**src/rtl/mem_ctrl_pkg.sv**
```systemverilog
`default_nettype none
// +----------------------------------------------------------------------------+
// | mem_ctrl_pkg                                                               |
// | Shared types and defaults for the instruction/data memory access control.  |
// | Rev 1.0 - initial release                                                  |
// +----------------------------------------------------------------------------+
package mem_ctrl_pkg;

    localparam int          c_addr_w_def = 32;
    localparam logic [3:0]  c_be_all     = 4'hF;

    typedef enum logic [1:0] {
        ST_IDLE   = 2'd0,
        ST_FETCH  = 2'd1,
        ST_DREAD  = 2'd2,
        ST_DWRITE = 2'd3
    } state_e;

endpackage
`default_nettype wire

```
**src/rtl/mem_access_ctrl.sv**
```systemverilog
`default_nettype none
// +----------------------------------------------------------------------------+
// | mem_access_ctrl                                                            |
// | Arbitrates fetch and data requests onto a single Avalon-MM master port.    |
// | Rev 1.0 - initial release                                                  |
// +----------------------------------------------------------------------------+
module mem_access_ctrl
    import mem_ctrl_pkg::*;
#(
    parameter int ADDR_W = c_addr_w_def
) (
    input  logic              clk,
    input  logic              reset,
    input  logic              fetch_req,
    input  logic [ADDR_W-1:0] fetch_addr,
    input  logic              data_req,
    input  logic              data_we,
    input  logic [ADDR_W-1:0] data_addr,
    input  logic [3:0]        data_be,
    input  logic [31:0]       data_wdata,
    output logic [ADDR_W-1:0] address,
    output logic              read,
    output logic              write,
    output logic [3:0]        byteenable,
    output logic [31:0]       writedata,
    input  logic              waitrequest,
    input  logic [31:0]       readdata,
    output logic              fetch_done,
    output logic              data_done,
    output logic [31:0]       rdata,
    output logic              busy,
    output logic              err
);

    state_e              r_state;

    logic                r_fpend;
    logic [ADDR_W-1:0]   r_faddr;
    logic                r_dpend;
    logic                r_dwe;
    logic [ADDR_W-1:0]   r_daddr;
    logic [3:0]          r_dbe;
    logic [31:0]         r_dwdata;

    logic [ADDR_W-1:0]   r_address;
    logic                r_read;
    logic                r_write;
    logic [3:0]          r_be;
    logic [31:0]         r_wdata;
    logic [31:0]         r_rdata;
    logic                r_fdone;
    logic                r_ddone;
    logic                r_err;

    logic                w_idle;
    logic                w_start_d;
    logic                w_start_f;
    logic                w_d_we;
    logic [ADDR_W-1:0]   w_d_addr;
    logic [3:0]          w_d_be;
    logic [31:0]         w_d_wdata;
    logic [ADDR_W-1:0]   w_f_addr;
    logic                w_dreq_direct;
    logic                w_freq_direct;

    // A pending slot always wins over a fresh pulse; a pulse arriving in IDLE
    // with its slot empty is issued straight from the input pins.
    assign w_idle        = (r_state == ST_IDLE);
    assign w_start_d     = w_idle & (r_dpend | data_req);
    assign w_start_f     = w_idle & ~w_start_d & (r_fpend | fetch_req);
    assign w_dreq_direct = w_start_d & ~r_dpend;
    assign w_freq_direct = w_start_f & ~r_fpend;

    assign w_d_we    = r_dpend ? r_dwe    : data_we;
    assign w_d_addr  = r_dpend ? r_daddr  : data_addr;
    assign w_d_be    = r_dpend ? r_dbe    : data_be;
    assign w_d_wdata = r_dpend ? r_dwdata : data_wdata;
    assign w_f_addr  = r_fpend ? r_faddr  : fetch_addr;

    always_ff @(posedge clk or posedge reset) begin
        if (reset) begin
            r_dpend  <= 1'b0;
            r_dwe    <= 1'b0;
            r_daddr  <= '0;
            r_dbe    <= 4'h0;
            r_dwdata <= 32'h0;
        end else begin
            if (w_start_d && r_dpend) begin
                r_dpend <= 1'b0;
            end
            if (data_req && !r_dpend && !w_dreq_direct) begin
                r_dpend  <= 1'b1;
                r_dwe    <= data_we;
                r_daddr  <= data_addr;
                r_dbe    <= data_be;
                r_dwdata <= data_wdata;
            end
        end
    end

    always_ff @(posedge clk or posedge reset) begin
        if (reset) begin
            r_fpend <= 1'b0;
            r_faddr <= '0;
        end else begin
            if (w_start_f && r_fpend) begin
                r_fpend <= 1'b0;
            end
            if (fetch_req && !r_fpend && !w_freq_direct) begin
                r_fpend <= 1'b1;
                r_faddr <= fetch_addr;
            end
        end
    end

    // A pulse hitting an occupied slot is dropped, even when that slot is
    // being issued on the same edge.
    always_ff @(posedge clk or posedge reset) begin
        if (reset) begin
            r_err <= 1'b0;
        end else if ((data_req && r_dpend) || (fetch_req && r_fpend)) begin
            r_err <= 1'b1;
        end
    end

    always_ff @(posedge clk or posedge reset) begin
        if (reset) begin
            r_state   <= ST_IDLE;
            r_address <= '0;
            r_read    <= 1'b0;
            r_write   <= 1'b0;
            r_be      <= 4'h0;
            r_wdata   <= 32'h0;
            r_rdata   <= 32'h0;
            r_fdone   <= 1'b0;
            r_ddone   <= 1'b0;
        end else begin
            r_fdone <= 1'b0;
            r_ddone <= 1'b0;
            case (r_state)
                ST_IDLE: begin
                    if (w_start_d) begin
                        r_state   <= w_d_we ? ST_DWRITE : ST_DREAD;
                        r_read    <= ~w_d_we;
                        r_write   <= w_d_we;
                        r_address <= w_d_addr;
                        r_be      <= w_d_be;
                        r_wdata   <= w_d_wdata;
                    end else if (w_start_f) begin
                        r_state   <= ST_FETCH;
                        r_read    <= 1'b1;
                        r_address <= w_f_addr;
                        r_be      <= c_be_all;
                    end
                end
                ST_FETCH, ST_DREAD, ST_DWRITE: begin
                    if (!waitrequest) begin
                        r_state <= ST_IDLE;
                        r_read  <= 1'b0;
                        r_write <= 1'b0;
                        if (r_state != ST_DWRITE) begin
                            r_rdata <= readdata;
                        end
                        r_fdone <= (r_state == ST_FETCH);
                        r_ddone <= (r_state != ST_FETCH);
                    end
                end
                default: begin
                    r_state <= ST_IDLE;
                    r_read  <= 1'b0;
                    r_write <= 1'b0;
                end
            endcase
        end
    end

    assign address    = r_address;
    assign read       = r_read;
    assign write      = r_write;
    assign byteenable = r_be;
    assign writedata  = r_wdata;
    assign rdata      = r_rdata;
    assign fetch_done = r_fdone;
    assign data_done  = r_ddone;
    assign busy       = (r_state != ST_IDLE);
    assign err        = r_err;

endmodule
`default_nettype wire

```
**config.mk**
```make
export PLATFORM = sky130hd
export DESIGN_NAME = mem_access_ctrl
export DESIGN_NICKNAME = d
export VERILOG_FILES = /design/src/rtl/mem_ctrl_pkg.sv /design/src/rtl/mem_access_ctrl.sv
export SDC_FILE = /design/constraint.sdc
export NUM_CORES = 1
export LEC_CHECK = 0
export CAP_MARGIN = 40
export CORE_ASPECT_RATIO = 0.6
export CORE_MARGIN = 4
export CORE_UTILIZATION = 45
export DETAILED_ROUTE_END_ITERATION = 7
export GPL_TIMING_DRIVEN = 0
export PLACE_DENSITY = 0.75
export SLEW_MARGIN = 20
export SYNTH_ARGS = -nofsm -noshare
export SYNTH_HDL_FRONTEND = slang
export SYNTH_SLANG_ARGS = --single-unit
```
**constraint.sdc**
```tcl
create_clock -name clk -period 14.5 [get_ports clk]
set_clock_uncertainty 0.15 [all_clocks]
set_input_delay 1.45 -clock clk [delete_from_list [all_inputs] [get_ports clk]]
set_output_delay 1.45 -clock clk [all_outputs]
set_load 0.005 [all_outputs]
```
==> impl_summary.log, run 1 <==
INFO  metric grt_most_used_layer = met1
INFO  metric total_leakage_power = 5.21 nW
INFO  metric die_area = 0.0227 sq mm
INFO  metric drc_errors = 0
INFO  metric final_max_slew_viol_count = 0
INFO  metric clock_sinks = 210
INFO  metric path_class = reg2out
INFO  metric postCtsHoldBufs = 0
INFO  metric total_number_of_placement_rows = 40
INFO  metric area_of_the_multi_input_gates = 0.00355 sq mm
INFO  metric clock_power_share = 18.5%
INFO  metric groute.usage.overall = 23.6%
INFO  metric core-area = 0.0200 sq mm
INFO  metric cts-resized-gates = 0
INFO  metric ys_ff_latch = 210
INFO  metric timing.fmax = 231 MHz
INFO  metric setup-tns-final = 0 ps
INFO  metric synth.top_cell.area_share = 57.5%
INFO  metric path_common_cell = clkbuf_1
INFO  metric worstPathArrival = 2730 ps
INFO  metric netlist_instances = 686
INFO  metric postSynthAreaPerCell = 13.3 sq um
INFO  metric critPathRequiredTime = 12900 ps
INFO  metric die_y = 118 um
INFO  metric clkSlewWorstSetupHoldPaths = 60 ps
INFO  metric antenna_cells_inserted = 0
INFO  metric global_route.overflow_total = 0
INFO  metric pwr-share-comb = 45.6%
INFO  metric fin_crit = 4330 ps
INFO  metric max_cap_viol_count = 0
INFO  metric timing.critical_path.slowest_stage_cell = clkdlybuf4s50_1
INFO  metric rsz_0062_raised_after_global_routing = no
INFO  metric synth_top_area_cell = dfrtp_1
INFO  metric worst_path_largest_cell_delay = 620 ps
INFO  metric initial_core_util = 45.7%
INFO  metric hold_class = reg2reg
INFO  metric post_route_cells_drive_above_1_share = 19.8%
INFO  metric number_of_global_route_vias_before_repair = 7141
INFO  metric vias_per_cell = 5.68
INFO  metric timing.hold.ws = 346 ps
INFO  metric grt.met2_usage = 33.7%
INFO  metric final.fill_count = 1550
INFO  metric sequential_share_of_power = 35.9%
INFO  metric place.gp.congestion = 0.841
INFO  metric tritoncts_buffers = 21
INFO  metric cts_root_buffer = clkbuf_16
INFO  metric power.ir.vdd_worst = 0.114 mV
INFO  metric min_period_over_period = 29.8%
INFO  metric synth.distinct_cells = 37
INFO  metric global_route.usage.met1 = 35.0%
INFO  metric power_report.internal_total = 0.00195 W
INFO  metric path_cells = nor2_1 > inv_1 > clkbuf_1 > clkbuf_1 > clkdlybuf4s50_1
INFO  metric grt_start_max_net_pins = 75
INFO  metric slew-limit-headroom = 48.8%
INFO  metric io_buffers = 243
INFO  metric initial_antenna_violation_count = 6
INFO  metric clk_latency = 490 ps
INFO  metric synthArstFlopShare = 100%
INFO  metric cp-start-kind = flop
INFO  metric ioPinCount = 244
INFO  metric power.switching = 0.000987 W
INFO  metric drt-pass1-iter-count = 5
INFO  metric htree_levels = 1
INFO  metric swShare = 33.7%
INFO  metric setup.worst_path.end_class = output pin
INFO  metric post_dp_cell_area = 0.0120 sq mm
INFO  metric yosys_warnings = 0
INFO  metric power.density_cell_area = 232 mW/mm^2
INFO  metric wl_per_cell = 22.3 um
INFO  metric setup_viol = 0
INFO  metric post_cts.repair.setup_buffers = 0
INFO  metric timing.critical_path.fanout_max = 10
INFO  metric postSynthNetCount = 824
INFO  metric route.final.wire_length = 27700 um
INFO  metric summed_instance_area_of_the_synthesized_netlist = 0.00914 sq mm
INFO  metric detailed_place_hpwl = 20400 um
INFO  metric via_count = 7043
INFO  metric fin_area = 0.0127 sq mm
INFO  metric nets = 1092
INFO  metric antenna_violating_nets_post_route = 0
INFO  metric outcome = finished clean
INFO  metric clock_tree.buffer_depth = 3
INFO  metric initialDrtViolationCount = 480
INFO  metric cts_tree = done
INFO  metric timing.final.hold_violations = 0
INFO  metric worst_pin_slew = 762 ps
INFO  metric die_width = 192 um
INFO  metric use_met3 = 8.80%
INFO  metric synth-seq-area-share = 57.5%
INFO  metric post_synth_edffs = 0
INFO  metric areaGrowthSynthToFinish = 38.5%
INFO  metric register_area = 0.00526 sq mm
INFO  metric synth.area.top_cells = dfrtp_1 58%, mux2_2 12%, mux2_4 4.9%, a2bb2oi_1 3.4%, o22ai_1 2.9%
INFO  metric yosys_most_used_dff = dfrtp_1
INFO  metric grt_pass1_wl = 42000 um
## final timing paths
| path | cells after the start | slack [ps] | from | to |
|---|---|---|---|---|
| hold / removal | 1 | 350 | r_faddr[30]$_DFFE_PP0P_ | r_faddr[30]$_DFFE_PP0P_ |
| setup / recovery | 5 | 10170 | r_state[1]$_DFFE_PP0P_ | busy |
| hold reg to reg | 1 | 350 | r_faddr[30]$_DFFE_PP0P_ | r_faddr[30]$_DFFE_PP0P_ |
| max in group asynchronous | 4 | 11870 | reset | r_faddr[29]$_DFFE_PP0P_ |
| setup reg to reg | 6 | 11940 | r_state[1]$_DFFE_PP0P_ | r_daddr[27]$_DFFE_PP0P_ |
| min in group asynchronous | 2 | 1250 | reset | rdata[9]$_DFFE_PP0P_ |
## per-stage QoR
stage                     setup WS (ps)  power (W)  cells  util [%]
after floorplan                    7160    0.00179    686         -
after global placement             4300    0.00235   1202      59.6
after detailed placement          10420    0.00239   1204      59.9
after CTS                         10160    0.00294   1241      63.4
after global routing              10000    0.00310   1241      63.4
final                             10170    0.00293   1241      63.4
## cells in the mapped netlist (all sizes together) (14+ instances only)
library cell and count:
a2111oi 20, a221o 14, a221oi 19, a2bb2oi 35, buf 24, clkbuf 39
dfrtp 210, mux2 133, nor2b 35, o21ai 22, o22ai 42
## worst max-delay path, delay by kind of cell, from the launching register on
family | cells | cell delay (ps)
AND/OR/NAND/NOR | 1 | 130
flip-flops | 1 | 500
buffers and inverters | 4 | 1610
## layout by cell type (no fill, tap or decap), types with 14 or more instances in the layout
cell type,n
clkdlybuf4s50_1,243
dfrtp_1,210
mux2_2,101
o22ai_1,42
clkbuf_1,41
a2bb2oi_1,35
nor2b_1,35
mux2_4,30
o21ai_0,21
clkbuf_16,21
a2111oi_0,20
a221oi_1,19
buf_2,15
a221o_1,14
## metal layers
layer	up-vias	share of wire, %	wire length [um]
met4	12	1.2	329
met5	-	0.25	69
met1	3576	46	12800
li1	3132	-	-
met2	286	42	11600
met3	37	10	2830
## final cells by class
cell class,count,share of cell area (%)
inverter,9,0.326
tap,273,2.70
clock buffer,29,4.86
buffer,63,2.31
sequential,210,41.5
timing repair buffer,245,19.7
multi-input combinational,404,28.1
clock inverter,8,0.544
## power by group through the flow
stage / combinational, W / sequential [W] / clock (W)
2_1_floorplan: 0.000759 / 0.00103 / 0
3_3_place_gp: 0.00131 / 0.00104 / 0
3_5_place_dp: 0.00134 / 0.00106 / 0
4_1_cts: 0.00134 / 0.00105 / 0.000553
5_1_grt: 0.00144 / 0.00108 / 0.000579
6_report: 0.00134 / 0.00105 / 0.000542
## registers in the layout (all words and copies together) (netlist names), 2 cells and up
| register | flops |
|---|---|
| r_state | 2 |
| writedata | 32 |
| byteenable | 4 |
| address | 32 |
| r_faddr | 32 |
| r_dwdata | 32 |
| r_dbe | 4 |
| r_daddr | 32 |
| rdata | 32 |
## cell families (layout without fill, tap and decap cells)
group / Yosys count / after routing / share of synthesized area (%)
and+or+nand+nor: 77 / 77 / 4.70
buffers and inverters: 72 / 354 / 3.57
xor gates and xnor gates: 1 / 1 / 0.0959
DFF: 210 / 210 / 57.5
AOI/OAI and AO/OA: 180 / 180 / 15.1
muxes: 146 / 146 / 19.1
(Power assumes the default switching activity.)
==> inputs of run 2 (changes only) <==
--- a/config.mk
+++ b/config.mk
@@ -8,10 +8,10 @@
 export CAP_MARGIN = 40
 export CORE_ASPECT_RATIO = 0.6
 export CORE_MARGIN = 4
-export CORE_UTILIZATION = 45
+export CORE_UTILIZATION = 44
 export DETAILED_ROUTE_END_ITERATION = 7
 export GPL_TIMING_DRIVEN = 0
-export PLACE_DENSITY = 0.75
+export PLACE_DENSITY = 0.77
 export SLEW_MARGIN = 20
 export SYNTH_ARGS = -nofsm -noshare
 export SYNTH_HDL_FRONTEND = slang
==> constraint.sdc (replaced) <==
create_clock -name clk -period 3.72 [get_ports clk]
set_clock_uncertainty 0.15 [all_clocks]
set_input_delay 0.372 -clock clk [delete_from_list [all_inputs] [get_ports clk]]
set_output_delay 0.372 -clock clk [all_outputs]
set_load 0.005 [all_outputs]
==> run 2 against run 1 <==
Compared with the run above:
- total power rose to 3.9 times the previous value
- critical path type unchanged
- clock power rose to 4.0 times the previous value
- combinational power rose to 3.9 times the previous value
- routed wire length rose by 1.2%
- via count fell by 0.78%
- hold slack got worse by 300 ps
- core utilization fell by 0.37 points
- design area rose by 0.66%
- die area rose by 2.1%
- sequential power rose to 3.9 times the previous value
- first-iteration DRC count rose by 6.0%
==> impl_summary.log, run 2 (synthesis results as in run 1) <==
INFO  metric die_y = 120 um (+1.1%)
INFO  metric io_buffers = 243 (unchanged)
INFO  metric path_class = reg2out
INFO  metric route.final.wire_length = 28100 um (+1.2%)
INFO  metric htree_levels = 1 (unchanged)
INFO  metric slew-limit-headroom = 38.2% (-11 points)
INFO  metric initial_antenna_violation_count = 5 (-1)
INFO  metric die_area = 0.0232 sq mm (+2.1%)
INFO  metric timing.fmax = 311 MHz
INFO  metric worst_pin_slew = 904 ps (+142 ps)
INFO  metric final.fill_count = 1603 (+3.4%)
INFO  metric power.ir.vdd_worst = 0.413 mV (+260%)
INFO  metric place_ws = 716 ps (-9700 ps)
INFO  metric drt-pass1-iter-count = 4 (-1)
INFO  metric total_number_of_placement_rows = 40 (unchanged)
INFO  metric rsz_0062_raised_after_global_routing = no
INFO  metric worstPathArrival = 2700 ps (-30 ps)
INFO  metric min_period_over_period = 86.6%
INFO  metric place.gp.congestion = 0.851 (+1.1%)
INFO  metric layout_commonest_cell = clkdlybuf4s50_1
INFO  metric ioPinCount = 244 (unchanged)
INFO  metric nets = 1097 (+0.46%)
INFO  metric grt_pass1_wl = 43200 um (+2.8%)
INFO  metric total_leakage_power = 5.23 nW (+0.52%)
INFO  metric areaGrowthSynthToFinish = 39.5%
INFO  metric final_critical_path_setup_slack = 500 ps (-9670 ps)
INFO  metric cts_root_buffer = clkbuf_16
INFO  metric cp-start-kind = flop
INFO  metric placedCellCount = 1209 (+0.42%)
INFO  metric fin_cells = 1245 (+0.32%)
INFO  metric postCtsHoldBufs = 0 (unchanged)
INFO  metric groute.usage.overall = 23.4% (-0.13 points)
INFO  metric power.density_cell_area = 900 mW/mm^2 (+290%)
INFO  metric clkSlewWorstSetupHoldPaths = 60 ps (about the same)
INFO  metric core-area = 0.0202 sq mm (+1.3%)
INFO  metric global_route.overflow_total = 0 (unchanged)
INFO  metric via_count = 6988 (-0.78%)
INFO  metric wl_per_cell = 22.5 um (+0.91%)
INFO  metric antenna_violating_nets_post_route = 0 (unchanged)
INFO  metric clk_latency = 490 ps (about the same)
INFO  metric tritoncts_buffers = 21 (unchanged)
INFO  metric commonest_non_fill_non_tap_cells_in_the_layout = 243 x clkdlybuf4s50_1, 210 x dfrtp_1, 101 x mux2_2
INFO  metric post_cts.repair.setup_buffers = 0 (unchanged)
INFO  metric timing.critical_path.fanout_max = 10 (unchanged)
INFO  metric drc_errors = 0 (unchanged)
INFO  metric outcome = finished clean
INFO  metric critPathRequiredTime = 3200 ps (-9700 ps)
INFO  metric detailed_place_hpwl = 20900 um (+2.6%)
INFO  metric clock_tree.buffer_depth = 3 (unchanged)
INFO  metric max_cap_viol_count = 0 (unchanged)
INFO  metric cts_tree = done
INFO  metric post_route_cells_drive_above_1_share = 20.2% (+0.35 points)
INFO  metric initial_core_util = 45.2% (-0.57 points)
INFO  metric number_of_global_route_vias_before_repair = 7139 (-0.028%)
INFO  metric cts-resized-gates = 0 (unchanged)
INFO  metric hold_class = in2async
INFO  metric clock_sinks = 210 (unchanged)
INFO  metric die_width = 194 um (+1.1%)
INFO  metric timing.final.hold_violations = 0 (unchanged)
INFO  metric final_max_slew_viol_count = 0 (unchanged)
INFO  metric initialDrtViolationCount = 509 (+6.0%)
INFO  metric setup_viol = 0 (unchanged)
INFO  metric setup.worst_path.end_class = output pin
INFO  metric vias_per_cell = 5.61 (-1.1%)
INFO  metric setup-tns-final = 0 ps (unchanged)
INFO  metric grt_start_max_net_pins = 33 (-56%)
INFO  metric fin_crit = 3220 ps
-- run 2: where the power goes --
group	total, W	internal, W	switching (W)
registers	0.00410	0.00345	0.000650
clock network	0.00215	0.00124	0.000909
logic	0.00522	0.00291	0.00231
total	0.0115	0.00760	0.00387
-- run 2: per-stage QoR --
| step | power [W] | instance area, sq um | utilization (%) | hold slack, ps |
|---|---|---|---|---|
| floorplan | 0.00697 | 9140 | - | 288 |
| global placement | 0.00917 | 11900 | 58.9 | 317 |
| detailed placement | 0.00933 | 12100 | 59.6 | 328 |
| CTS | 0.0115 | 12700 | 63.0 | 40.4 |
| global route | 0.0121 | 12700 | 63.0 | 61.1 |
| finish | 0.0115 | 12700 | 63.0 | 50.4 |
-- run 2: worst paths after layout --
kind,from,endpoint,slack (ps),cells after the start
hold / removal,reset,address[17]$_DFFE_PP0P_,50,2
hold reg to reg,r_faddr[31]$_DFFE_PP0P_,r_faddr[31]$_DFFE_PP0P_,340,1
max in group asynchronous,reset,writedata[5]$_DFFE_PP0P_,2470,5
min in group clk,r_faddr[31]$_DFFE_PP0P_,r_faddr[31]$_DFFE_PP0P_,340,1
setup reg to reg,r_state[0]$_DFFE_PP0P_,address[0]$_DFFE_PP0P_,1150,4
setup / recovery,r_state[1]$_DFFE_PP0P_,busy,500,5
-- run 2: cell type report --
class / instances / area (sq um) / area share (%)
sequential: 210 / 5260 / 41.2
buffer: 63 / 293 / 2.30
inverter: 9 / 37.5 / 0.295
clock buffer: 25 / 571 / 4.48
clock inverter: 10 / 114 / 0.894
timing repair buffer: 250 / 2570 / 20.2
antenna: 1 / 2.50 / 0.0196
multi-input combinational: 404 / 3550 / 27.9
tap: 273 / 342 / 2.68
-- run 2: critical path: stages (launching register included) --
cell	delay [ps]
dfrtp_1	500
nor2_1	130
inv_1	160
clkbuf_1	370
clkbuf_1	440
clkdlybuf4s50_1	610
-- run 2: per-layer routing --
layer	part of all wire (%)	vias up	wire length [um]	GRT usage [%]
li1	-	3131	-	-
met1	47	3540	13100	34.9
met2	41	268	11500	33.2
met3	10	39	2890	8.84
met4	1.7	10	469	3.86
met5	0.21	-	59	0
